`src/rtl/mult_arb_pkg.sv`:
```
// rtl/mult_arb_pkg.sv - shared state encoding and width helpers for the mult arbiter
package mult_arb_pkg;

    typedef enum logic [1:0] {
        ST_IDLE  = 2'd0,
        ST_START = 2'd1,
        ST_RUN   = 2'd2,
        ST_DONE  = 2'd3
    } arb_state_t;

    localparam int DEF_NREQ    = 4;
    localparam int DEF_WIDTH   = 8;
    localparam int DEF_TIMEOUT = 64;
    localparam int DEF_TMO_W   = $clog2(DEF_TIMEOUT);

    // Counter width able to hold TIMEOUT-1; never zero bits wide.
    function automatic int tmo_width(input int timeout);
        return (timeout > 1) ? $clog2(timeout) : 1;
    endfunction

endpackage

```
`src/rtl/mult_arbiter_rr_pick.sv`:
```
// rtl/mult_arbiter_rr_pick.sv - combinational round-robin pick: first request after last
module rr_pick
    import mult_arb_pkg::*;
#(
    parameter int NREQ = DEF_NREQ,
    parameter int IW   = $clog2(DEF_NREQ)
) (
    input  logic [NREQ-1:0] req,
    input  logic [IW-1:0]   last,
    output logic [IW-1:0]   gnt_idx,
    output logic            any
);

    int j;

    // Walk from farthest to nearest so the nearest set bit after last wins.
    always_comb begin
        gnt_idx = '0;
        any     = |req;
        j       = 0;
        for (int k = NREQ; k >= 1; k--) begin
            j = int'(last) + k;
            if (j >= NREQ) begin
                j = j - NREQ;
            end
            if (req[IW'(j)]) begin
                gnt_idx = IW'(j);
            end
        end
    end

endmodule

```
`src/rtl/mult_arbiter.sv`:
```
// rtl/mult_arbiter.sv - shares one multicycle multiplier among NREQ requesters
module mult_arbiter
    import mult_arb_pkg::*;
#(
    parameter int NREQ    = DEF_NREQ,
    parameter int WIDTH   = DEF_WIDTH,
    parameter int TIMEOUT = DEF_TIMEOUT
) (
    input  logic                    clk,
    input  logic                    rst,
    input  logic [NREQ-1:0]         req_valid,
    input  logic [NREQ*WIDTH-1:0]   req_a,
    input  logic [NREQ*WIDTH-1:0]   req_b,
    output logic [NREQ-1:0]         req_ready,
    output logic [NREQ-1:0]         resp_valid,
    output logic [2*WIDTH-1:0]      resp_y,
    output logic                    resp_err,
    output logic                    mult_start,
    output logic [WIDTH-1:0]        mult_a,
    output logic [WIDTH-1:0]        mult_b,
    input  logic                    mult_busy,
    input  logic [2*WIDTH-1:0]      mult_y
);

    localparam int              IW       = $clog2(NREQ);
    localparam int              TW       = tmo_width(TIMEOUT);
    localparam logic [TW-1:0]   TMO_LAST = TW'(TIMEOUT - 1);
    localparam logic [IW-1:0]   LAST_RST = IW'(NREQ - 1);

    arb_state_t         r_state, w_state_nxt;
    logic [TW-1:0]      r_tmo, w_tmo_nxt;
    logic [IW-1:0]      r_grant, w_grant_nxt;
    logic [IW-1:0]      r_last, w_last_nxt;
    logic [NREQ-1:0]    r_ready, w_ready_nxt;
    logic [NREQ-1:0]    r_resp_valid, w_resp_valid_nxt;
    logic [2*WIDTH-1:0] r_resp_y, w_resp_y_nxt;
    logic               r_resp_err, w_resp_err_nxt;
    logic               r_start, w_start_nxt;
    logic [WIDTH-1:0]   r_mult_a, w_a_nxt;
    logic [WIDTH-1:0]   r_mult_b, w_b_nxt;

    logic [IW-1:0]      w_gnt;
    logic               w_any;
    logic               w_tmo_hit;
    logic [WIDTH-1:0]   w_a_slot [NREQ];
    logic [WIDTH-1:0]   w_b_slot [NREQ];

    for (genvar i = 0; i < NREQ; i++) begin : g_slot
        assign w_a_slot[i] = req_a[i*WIDTH +: WIDTH];
        assign w_b_slot[i] = req_b[i*WIDTH +: WIDTH];
    end

    rr_pick #(
        .NREQ    (NREQ),
        .IW      (IW)
    ) u_rr_pick (
        .req     (req_valid),
        .last    (r_last),
        .gnt_idx (w_gnt),
        .any     (w_any)
    );

    assign w_tmo_hit = (r_tmo == TMO_LAST);

    always_ff @(posedge clk or negedge rst) begin
        if (!rst) begin
            r_state      <= ST_IDLE;
            r_tmo        <= '0;
            r_grant      <= '0;
            r_last       <= LAST_RST;
            r_ready      <= '0;
            r_resp_valid <= '0;
            r_resp_y     <= '0;
            r_resp_err   <= 1'b0;
            r_start      <= 1'b0;
            r_mult_a     <= '0;
            r_mult_b     <= '0;
        end else begin
            r_state      <= w_state_nxt;
            r_tmo        <= w_tmo_nxt;
            r_grant      <= w_grant_nxt;
            r_last       <= w_last_nxt;
            r_ready      <= w_ready_nxt;
            r_resp_valid <= w_resp_valid_nxt;
            r_resp_y     <= w_resp_y_nxt;
            r_resp_err   <= w_resp_err_nxt;
            r_start      <= w_start_nxt;
            r_mult_a     <= w_a_nxt;
            r_mult_b     <= w_b_nxt;
        end
    end

    // Next values are the registered outputs for the following cycle, so
    // pulses land exactly in the state they belong to (ready in START, resp in DONE).
    always_comb begin
        w_state_nxt      = r_state;
        w_tmo_nxt        = r_tmo;
        w_grant_nxt      = r_grant;
        w_last_nxt       = r_last;
        w_ready_nxt      = '0;
        w_resp_valid_nxt = '0;
        w_resp_y_nxt     = '0;
        w_resp_err_nxt   = 1'b0;
        w_start_nxt      = 1'b0;
        w_a_nxt          = r_mult_a;
        w_b_nxt          = r_mult_b;
        case (r_state)
            ST_IDLE: begin
                w_tmo_nxt = '0;
                if (w_any) begin
                    w_grant_nxt        = w_gnt;
                    w_a_nxt            = w_a_slot[w_gnt];
                    w_b_nxt            = w_b_slot[w_gnt];
                    w_ready_nxt[w_gnt] = 1'b1;
                    w_start_nxt        = 1'b1;
                    w_state_nxt        = ST_START;
                end
            end
            ST_START: begin
                if (mult_busy) begin
                    w_tmo_nxt   = '0;
                    w_state_nxt = ST_RUN;
                end else if (w_tmo_hit) begin
                    w_tmo_nxt                 = '0;
                    w_resp_valid_nxt[r_grant] = 1'b1;
                    w_resp_err_nxt            = 1'b1;
                    w_state_nxt               = ST_DONE;
                end else begin
                    w_tmo_nxt   = r_tmo + TW'(1);
                    w_start_nxt = 1'b1;
                end
            end
            ST_RUN: begin
                if (!mult_busy) begin
                    w_tmo_nxt                 = '0;
                    w_resp_valid_nxt[r_grant] = 1'b1;
                    w_resp_y_nxt              = mult_y;
                    w_state_nxt               = ST_DONE;
                end else if (w_tmo_hit) begin
                    w_tmo_nxt                 = '0;
                    w_resp_valid_nxt[r_grant] = 1'b1;
                    w_resp_err_nxt            = 1'b1;
                    w_state_nxt               = ST_DONE;
                end else begin
                    w_tmo_nxt = r_tmo + TW'(1);
                end
            end
            ST_DONE: begin
                w_last_nxt  = r_grant;
                w_tmo_nxt   = '0;
                w_state_nxt = ST_IDLE;
            end
            default: begin
                w_state_nxt = ST_IDLE;
            end
        endcase
    end

    assign req_ready  = r_ready;
    assign resp_valid = r_resp_valid;
    assign resp_y     = r_resp_y;
    assign resp_err   = r_resp_err;
    assign mult_start = r_start;
    assign mult_a     = r_mult_a;
    assign mult_b     = r_mult_b;

endmodule

```
`config.mk`:
```
export PLATFORM = sky130hd
export DESIGN_NAME = mult_arbiter
export DESIGN_NICKNAME = d
export VERILOG_FILES = /design/src/rtl/mult_arb_pkg.sv /design/src/rtl/mult_arbiter_rr_pick.sv /design/src/rtl/mult_arbiter.sv
export SDC_FILE = /design/constraint.sdc
export NUM_CORES = 1
export LEC_CHECK = 0
export CAP_MARGIN = 0
export CORE_MARGIN = 10
export CORE_UTILIZATION = 37
export CTS_CLUSTER_SIZE = 12
export DETAILED_ROUTE_END_ITERATION = 8
export PLACE_DENSITY = 0.77
export SLEW_MARGIN = 20
export SYNTH_ARGS = -nofsm -noshare
export SYNTH_HDL_FRONTEND = slang
export SYNTH_SLANG_ARGS = --single-unit
```
`constraint.sdc`:
```
create_clock -name clk -period 1.6 [get_ports clk]
set_input_delay 0.48 -clock clk [delete_from_list [all_inputs] [get_ports clk]]
set_output_delay 0.48 -clock clk [all_outputs]
set_load 0.01 [all_outputs]
```
==> results.md <==
- Die X-Extent: 104.2 um
- Min-delay worst type: input port to async pin
- N_diodes: 0
- Max Cap Viol: 0
- Main flop type after synthesis: dfrtp_1
- Clock root buffer: clkbuf_8
- Fin. Hold Viols: 0
- RSZ-0062 raised after global routing: true
- Combinational share of power: 54.1%
- YS warnings: 0
- Leakage: 2.105 nW
- Switching share of total power: 35.98%
- Die height: 104.2 um
- Pre-antenna DRT Iters: 4
- Design area: 4528 sq um
- Final HPWL DP: 6431 um
- Input/output buffers: 128
- CORE AREA: 6832 sq um
- Finished Layout Cells: 476
- Maximum VDD drop: 0.0005458 V
- Synth area leaders: dfrtp_1 (50%), mux2i_1 (13%), o221ai_2 (5.7%)
- Initial antenna violation count: 0
- Syn Nets: 317
- DR iter-0 viols: 61
- Area share of the largest cell type after synthesis: 49.64%
- # IOs: 129
- P_sw: 0.002170 W
- Synth-to-layout area growth: 72.74%
- Vias post-DR: 2327
- Number of fill cells: 556
- Clock transition at the registers of the reported paths: 0.09 ns
- Max incr delay on CP: 0.61 ns
- Final setup violation count: 20
- Synth Instances: 225
- Yosys top cell by area: dfrtp_1
- DP Cell Count: 462
- CP Capture Type: flip-flop
- Sequential power share: 33.1%
- Worst slew margin: 68.27%
- Setup TNS: -1.724 ns
- Cts hold-fix bufs: 0
- Seq cells post-synth: 54
- CTS tree: done
- WS Path Type: flip-flop to flip-flop
- Int Pwr: 0.003862 W
- Vias in the first global route: 2647
- Status: complete, but fails checks
- Register area share after synthesis: 51.65%
- Clock net sink count: 54
- Period utilization: 109.0%
- Max Freq: 573.6 MHz
- DRC errors left: 0
- Clock period minus worst slack: 1.743 ns
- Netlist cell types: 40
- Syn avg cell area: 11.65 sq um
- Latest clock arrival within the worst-skew pair: 0.30 ns
- Worst path cell trace: a31oi_4, a21oi_4, buf_12, buf_12, mux2i_4, o221ai_2
- Top cell by count, worst path: buf_12
- Post-DRT Antenna Nets: 0
- Post-synth EDFFs: 0
- Critical Path Fanout Max: 7
- Failing checks: negative setup slack
- CP Data Required Time: 1.78 ns
- Fin worst setup slack: -0.1433 ns
- Layout cells sized above 1: 24.21%
- Top-count cell post-synth: dfrtp_1
- Async set or reset register ratio after synthesis: 100.0%
- Starting Density: 38.37%
- Row cnt: 30
- Vias per inst: 4.889
- GRT Util Overall: 14.95%
- WHS: 0.1564 ns
- Mapped cell area: 2621 sq um
- Post-placement cell area: 4193 sq um
- # nets final: 471
- WP data arrival: 1.92 ns
- Clock skew: 0.006663 ns
- Kind of start point of the critical path: flip-flop
- Power share of the clock group: 12.8%
- H-tree levels: 2
- PwrDens: 1332 nW/um^2
- Final wirelength: 8214 um
- Max-slew violation count: 0
- Slowest-stage cell, CP: dfstp_2
- RD Place Congestion: 0.7657
- Slew @ Worst Pin: 0.4739 ns
- Die area: 10850 sq um
- Clk buf depth: 2
- Routed WL per cell: 17.26 um
- Commonest cells post-synth: dfrtp_1 (52), mux2i_1 (33), nand2_1 (29), and2_1 (18), o221ai_2 (10)
- First-pass GRT wire length: 13340 um
- Final Power: 0.006031 W
- CTS buffer count: 5
- Largest net degree at the start of global routing: 55
- Gr ovfl total: 0
[layer usage]
layer | up-vias | GRT usage [%] | routed length, um
met5 | - | 0 | 0
met4 | 0 | 2.883 | 86
met3 | 7 | 7.063 | 751
met2 | 88 | 25.90 | 4145
met1 | 1125 | 16.34 | 3231
li1 | 1107 | - | -
[cell type report]
class / count / area [sq um] / share of cell area, %
repair buffers: 157 / 1562 / 34.48
inverters: 5 / 18.77 / 0.4145
multi-input cells: 156 / 1381 / 30.51
flip-flops and latches: 54 / 1355 / 29.93
clock inverters: 1 / 5.005 / 0.1105
clock buffers: 7 / 86.33 / 1.907
well taps: 96 / 120.1 / 2.653
[sequential cells by signal (all words and copies together), names as in the netlist]
name and flops:
mult_a 8, mult_b 8, mult_start 1, r_grant 2
r_last 2, r_state 2, r_tmo 6, req_ready 4
resp_err 1, resp_valid 4, resp_y 16
[critical path, delay by kind of cell (launching register included)]
kind | cells | cell delay, ns
muxes | 1 | 0.23
DFF | 1 | 0.61
AOI/OAI and AO/OA | 3 | 0.48
buffers and inverters | 2 | 0.31
[cell families (layout without fill, tap and decap cells)]
| group | count (synthesis) | count (layout) | share of synthesized area, % |
|---|---|---|---|
| AO/OA/AOI/OAI | 36 | 36 | 12.51 |
| XOR/XNOR | 3 | 3 | 1.003 |
| AND/OR/NAND/NOR | 78 | 78 | 15.51 |
| buffers and inverters | 15 | 170 | 3.914 |
| multiplexers | 34 | 34 | 13.03 |
| adder cells (fa/ha/maj) | 5 | 5 | 2.387 |
| flip-flops | 54 | 54 | 51.65 |
[power groups by stage]
stage          Combinational [W]  Sequential [W]  Clock, W
6_report                 0.00326         0.00199  0.000773
3_3_place_gp             0.00292         0.00200         0
2_1_floorplan            0.00143         0.00210         0
5_1_grt                  0.00354         0.00204  0.000862
4_1_cts                  0.00316         0.00198  0.000805
3_5_place_dp             0.00301         0.00201         0
[cell usage in the layout, fill, tap and decap left out, drive strengths merged, types with 3 or more instances in the layout]
| master | Yosys | final |
|---|---|---|
| o21ai | 6 | 6 |
| dlygate4sd2 | 0 | 45 |
| clkbuf | 3 | 7 |
| o221ai | 16 | 16 |
| clkdlybuf4s50 | 0 | 80 |
| inv | 5 | 5 |
| nor2b | 5 | 5 |
| and2 | 18 | 18 |
| ha | 5 | 5 |
| nor2 | 8 | 8 |
| nand3 | 4 | 4 |
| nand2 | 29 | 29 |
| o22ai | 3 | 3 |
| buf | 7 | 30 |
| nor3 | 3 | 3 |
| mux2i | 33 | 33 |
| nand2b | 4 | 4 |
| a21oi | 5 | 5 |
| dfrtp | 52 | 52 |
[path summary, 6_finish.rpt]
| path | end | slack [ns] | start | cells after the start |
|---|---|---|---|---|
| worst min-delay path | mult_start$_DFF_PN0_ | 0.16 | rst | 2 |
| worst max register to register | mult_a[0]$_DFFE_PN0P_ | -0.14 | r_last[1]$_DFFE_PN1N_ | 6 |
| worst min register to register | mult_b[2]$_DFFE_PN0P_ | 0.50 | mult_b[2]$_DFFE_PN0P_ | 2 |
| min in group clk | mult_b[2]$_DFFE_PN0P_ | 0.50 | mult_b[2]$_DFFE_PN0P_ | 2 |
| max in group asynchronous | r_last[1]$_DFFE_PN1N_ | 1.15 | rst | 2 |
| worst max-delay path | mult_a[0]$_DFFE_PN0P_ | -0.14 | r_last[1]$_DFFE_PN1N_ | 6 |
[timing repair]
item	in CTS	in global routing
resized for setup	78	26
pin swaps	16	13
buffers inserted	9	1
endpoints found under the setup margin	81	33
hold endpoints to repair	0	0
[through the flow]
stage	setup slack (ns)	utilization [%]
after detailed placement	-0.5820	61.37
after global routing	-0.1808	66.28
after global placement	-0.5125	61.37
after CTS	-0.1474	64.78
final	-0.1433	66.28
after floorplan	-0.01805	-
No activity file was read; power rests on OpenSTA's default activity.
==> variant 1 (config.mk and constraints unchanged) <==
Reset style: synchronous (`rst`), changed in one clocked block.
--- a/src/rtl/mult_arbiter.sv
+++ b/src/rtl/mult_arbiter.sv
@@ -64,3 +64,3 @@
 
-    always_ff @(posedge clk or negedge rst) begin
+    always_ff @(posedge clk) begin
         if (!rst) begin
Behaviour: differs if rst is asserted again (counterexample within 4 cycles, from zero or initial values and one cycle with rst low); with rst held inactive, the same outputs for 10 cycles.
==> variant 1 against the original RTL <==
- the flow still finishes with violations (setup timing)
- wire length is 8.0% higher
- sequential cell count stayed put
- design area is 1.7% lower
- setup slack better by 130 ps
- final cell count is 8.0% higher
- synthesized cell count is 19% higher
- synthesized area is 4.4% lower
Power is not compared: it rests on default switching activity, and its combinational part moved more than twofold at a synthesized area within 25%.
==> variant 1: results (changes against the original RTL) <==
| Metric | Value |
|---|---|
| Met1 Use GR | `17.10% (+0.76 points)` |
| Dominant cells by area after synthesis | `dfxtp_1 43%, mux2i_1 6.8%, a221o_1 5.2%, o2bb2ai_1 4.5%, and2_1 4.2%` |
| Multi-input gate share of total cell area | `33.38% (+2.9 points)` |
| NumNets Final | `529 (+12%)` |
| Met2 Use GR | `28.10% (+2.2 points)` |
| Synth top cells by count | `54 x dfxtp_1, 24 x nand2_1, 19 x nor2_1` |
| Violated checks | `setup timing` |
| Largest net degree at the start of global routing | `20 (-64%)` |
| Data arrival, critical path | `1830 ps (-90 ps)` |
| Vias in the first global route | `2767 (+4.5%)` |
| Synth Area in Adders | `2.996% (+0.61 points)` |
| R2r worst-path depth | `5 (-1)` |
| Worst Hold Class | `flop to flop` |
| Status | `complete, but fails checks` |
| DP Cell Count | `495 (+7.1%)` |
| Top delay family on crit path | `compound AO/OA/AOI/OAI gates` |
| Register area share after synthesis | `43.14% (-8.5 points)` |
| Clk tree area frac | `2.192% (+0.17 points)` |
| Clock Skews | `9.582 ps (+2.919 ps)` |
| Slew @ Worst Pin | `395.8 ps (-78.05 ps)` |
| Drt initial violations | `65 (+6.6%)` |
| Placement Setup Slack | `-860.8 ps (-278.8 ps)` |
| Setup ws final | `-16.02 ps (+127.3 ps)` |
| Non-clock inverters | `9 (+4)` |
| Clock buffers | `5 (-2)` |
| Syn nets | `360 (+14%)` |
| Metal3 WL | `912 µm (+21%)` |
| Grt met3 use | `7.152% (+0.089 points)` |
| Gpl congestion | `0.8990 (+17%)` |
| Worst path slowest cell | `dfxtp_4` |
| Setup-failing EPs final | `11 (-45%)` |
| Setup TNS | `-63.41 ps (+1661 ps)` |
| NonClk Buf Share | `37.06% (+2.6 points)` |
| WL final | `8871 µm (+8.0%)` |
| Synth Area in Compound Gates | `21.97% (+9.5 points)` |
| Multi-In Gates | `191 (+22%)` |
| Post-Synth XOR/XNOR Area | `1.398% (+0.40 points)` |
==> variant 1: cell types whose count changed after synthesis, sizes merged, moves of 5 or more <==
cell and delta:
o221ai -16, o2bb2ai +13, mux2i -16, dfrtp -52, a221o +13, nand2 -5, buf +5, dfxtp +54
o21a +13, nor2 +11
==> variant 1: what timing repair did <==
item / CTS / global route
hold buffers: 0 / 0
pin swaps: 4 / 10
endpoints found under the hold margin: 0 / 0
setup buffers: 7 / 3
cloned: 2 / 1
resized for setup: 82 / 24
setup endpoints to repair: 67 / 26
==> variant 1: worst min-delay path by stage <==
stage                        start       end  slack, ps
after floorplan           r_tmo[0]  r_tmo[0]        420
after global placement    r_tmo[0]  r_tmo[0]        430
after detailed placement  r_tmo[0]  r_tmo[0]        450
after CTS                 r_tmo[0]  r_tmo[0]        460
after global routing      r_tmo[0]  r_tmo[0]        500
final                     r_tmo[0]  r_tmo[0]        460
==> variant 2 (same settings) <==
Without the edit above. Change the package constant `DEF_TIMEOUT` from 64 to 128.
--- a/src/rtl/mult_arb_pkg.sv
+++ b/src/rtl/mult_arb_pkg.sv
@@ -12,3 +12,3 @@
     localparam int DEF_WIDTH   = 8;
-    localparam int DEF_TIMEOUT = 64;
+    localparam int DEF_TIMEOUT = 128;
     localparam int DEF_TMO_W   = $clog2(DEF_TIMEOUT);
Behaviour: same outputs for any inputs over 10 cycles, from zero or initial values and one cycle with rst low; that may be too few to reach the edited logic, so the function may still have changed.
==> variant 2 against the original RTL <==
- the run still ends with setup timing left
- sequential cell count up 1
- first-iteration DRC count up 21%
- power down 1.7%
- synthesized area up 1.0%
- design area down 0.30%
- setup slack worse by 69 ps
- final cell count up 0.84%
- wire length up 2.8%
- largest cell class unchanged
- largest power group unchanged
==> variant 2: results (changes against the original RTL) <==
| Metric | Value |
|---|---|
| DR vias | `2348 (+0.90%)` |
| Violated checks | `setup timing` |
| DP Cell Count | `464 (+0.43%)` |
| WL final | `8446 µm (+2.8%)` |
| Placement Setup Slack | `-684.1 ps (-102.1 ps)` |
| Syn nets | `318 (+0.32%)` |
| Dominant cells by area after synthesis | `dfrtp_1 50%, mux2i_1 12%, o221ai_2 5.7%, and2_1 4.0%, nand2_1 3.7%` |
| Top delay family on crit path | `buffers and inverters` |
| Syn avg cell area | `11.71 µm² (+0.56%)` |
| Met2 Use GR | `23.46% (-2.4 points)` |
| Gr usage total | `14.74% (-0.21 points)` |
| Gpl congestion | `0.7852 (+2.5%)` |
| Grt met3 use | `6.695% (-0.37 points)` |
| Clock Skews | `6.137 ps (-0.5263 ps)` |
| Worst path slowest cell | `dlygate4sd2_1` |
| Largest net degree at the start of global routing | `26 (-53%)` |
| Metal3 WL | `782 µm (+4.1%)` |
| Register area share after synthesis | `52.08% (+0.43 points)` |
| Synth top cells by count | `53 x dfrtp_1, 33 x mux2i_1, 26 x nand2_1` |
| Setup ws final | `-211.9 ps (-68.56 ps)` |
| Vias in the first global route | `2498 (-5.6%)` |
| Met1 Use GR | `17.31% (+0.98 points)` |
| Placed inst area | `4213 µm² (+0.48%)` |
| Ratio of cells with drive above 1 in the final layout | `21.88% (-2.3 points)` |
| Leakage Power | `2.140 nW (+1.7%)` |
| Setup Buffers After CTS | `5 (-4)` |
| Fill cell count | `542 (-2.5%)` |
| Post_cts resized | `56 (-28%)` |
| Post-Synth XOR/XNOR Area | `1.323% (+0.32 points)` |
| Wirelength per Cell | `17.60 µm (+2.0%)` |
| Switching Fraction | `35.17% (-0.81 points)` |
| Mux share of post-synthesis cell area | `13.33% (+0.30 points)` |
| Data arrival, critical path | `2000 ps (+80 ps)` |
| NumNets Final | `475 (+0.85%)` |
| Drt initial violations | `74 (+21%)` |
| Status | `complete, but fails checks` |
| CP max stage delay | `280 ps (-330 ps)` |
| M1 WL | `3536 µm (+9.4%)` |
| Critical-path maximum fanout | `5 (-2)` |
| R2r setup slk | `-190 ps (-50 ps)` |
| WL met2 | `3954 µm (-4.6%)` |
| Die width | `104.6 µm (+0.40%)` |
| Worst ir drop on vdd | `0.5151 mV (-5.6%)` |
| Synth Area in Compound Gates | `12.10% (-0.41 points)` |
| Netlist cell types | `35 (-13%)` |
| Hpwl dp | `6445 µm (+0.21%)` |
| Global-route wire length before repair | `13120 µm (-1.6%)` |
| R2r worst-path depth | `7 (+1)` |
| Setup-failing EPs final | `21 (+5.0%)` |
| Slew @ Worst Pin | `385.7 ps (-88.16 ps)` |
-- variant 2: cell types whose count changed after synthesis, sizes merged, moves of 2 or more --
cell	before	now
buf	7	9
inv	5	7
nand2	29	26
nor2	8	14
nor2b	5	3
nor3b	2	0
o22ai	3	1
-- variant 2: cell type report --
type | instances | area, µm² | share of cell area [%]
timing repair buffer | 161 | 1575 | 34.89
clock inverter | 1 | 5.005 | 0.1109
clock buffer | 7 | 86.33 | 1.912
inverter | 7 | 26.28 | 0.5820
sequential | 55 | 1379 | 30.54
multi-input combinational | 153 | 1323 | 29.30
tap | 96 | 120.1 | 2.661
-- variant 2: kinds of logic (layout without fill, tap and decap cells) --
logic type | Yosys count | in the layout
flops | 55 | 55
compound gates | 34 | 34
simple gates | 75 | 75
xor+xnor | 4 | 4
fa+ha+maj | 5 | 5
mux | 35 | 35
buf+inv | 18 | 176
-- variant 2: worst max-delay path by stage --
stage | from | endpoint | slack (ps) | depth (start not counted)
2_1_floorplan | req_valid[2] | mult_a[0] | -90 | 7
3_3_place_gp | req_valid[2] | mult_b[0] | -610 | 7
3_5_place_dp | req_valid[2] | mult_a[1] | -680 | 7
4_1_cts | r_last[1] | mult_a[1] | -180 | 7
5_1_grt | r_last[1] | mult_a[7] | -290 | 7
6_report | req_valid[2] | mult_a[0] | -210 | 8
-- variant 2: power groups by stage --
| stage | combinational [mW] | sequential (mW) | clock (mW) |
|---|---|---|---|
| 2_1_floorplan | 1.44 | 2.12 | 0 |
| 5_1_grt | 3.44 | 2.03 | 0.863 |
| 4_1_cts | 3.06 | 1.97 | 0.811 |
| 6_report | 3.16 | 1.98 | 0.791 |
| 3_5_place_dp | 2.93 | 2.01 | 0 |
| 3_3_place_gp | 2.87 | 2.00 | 0 |
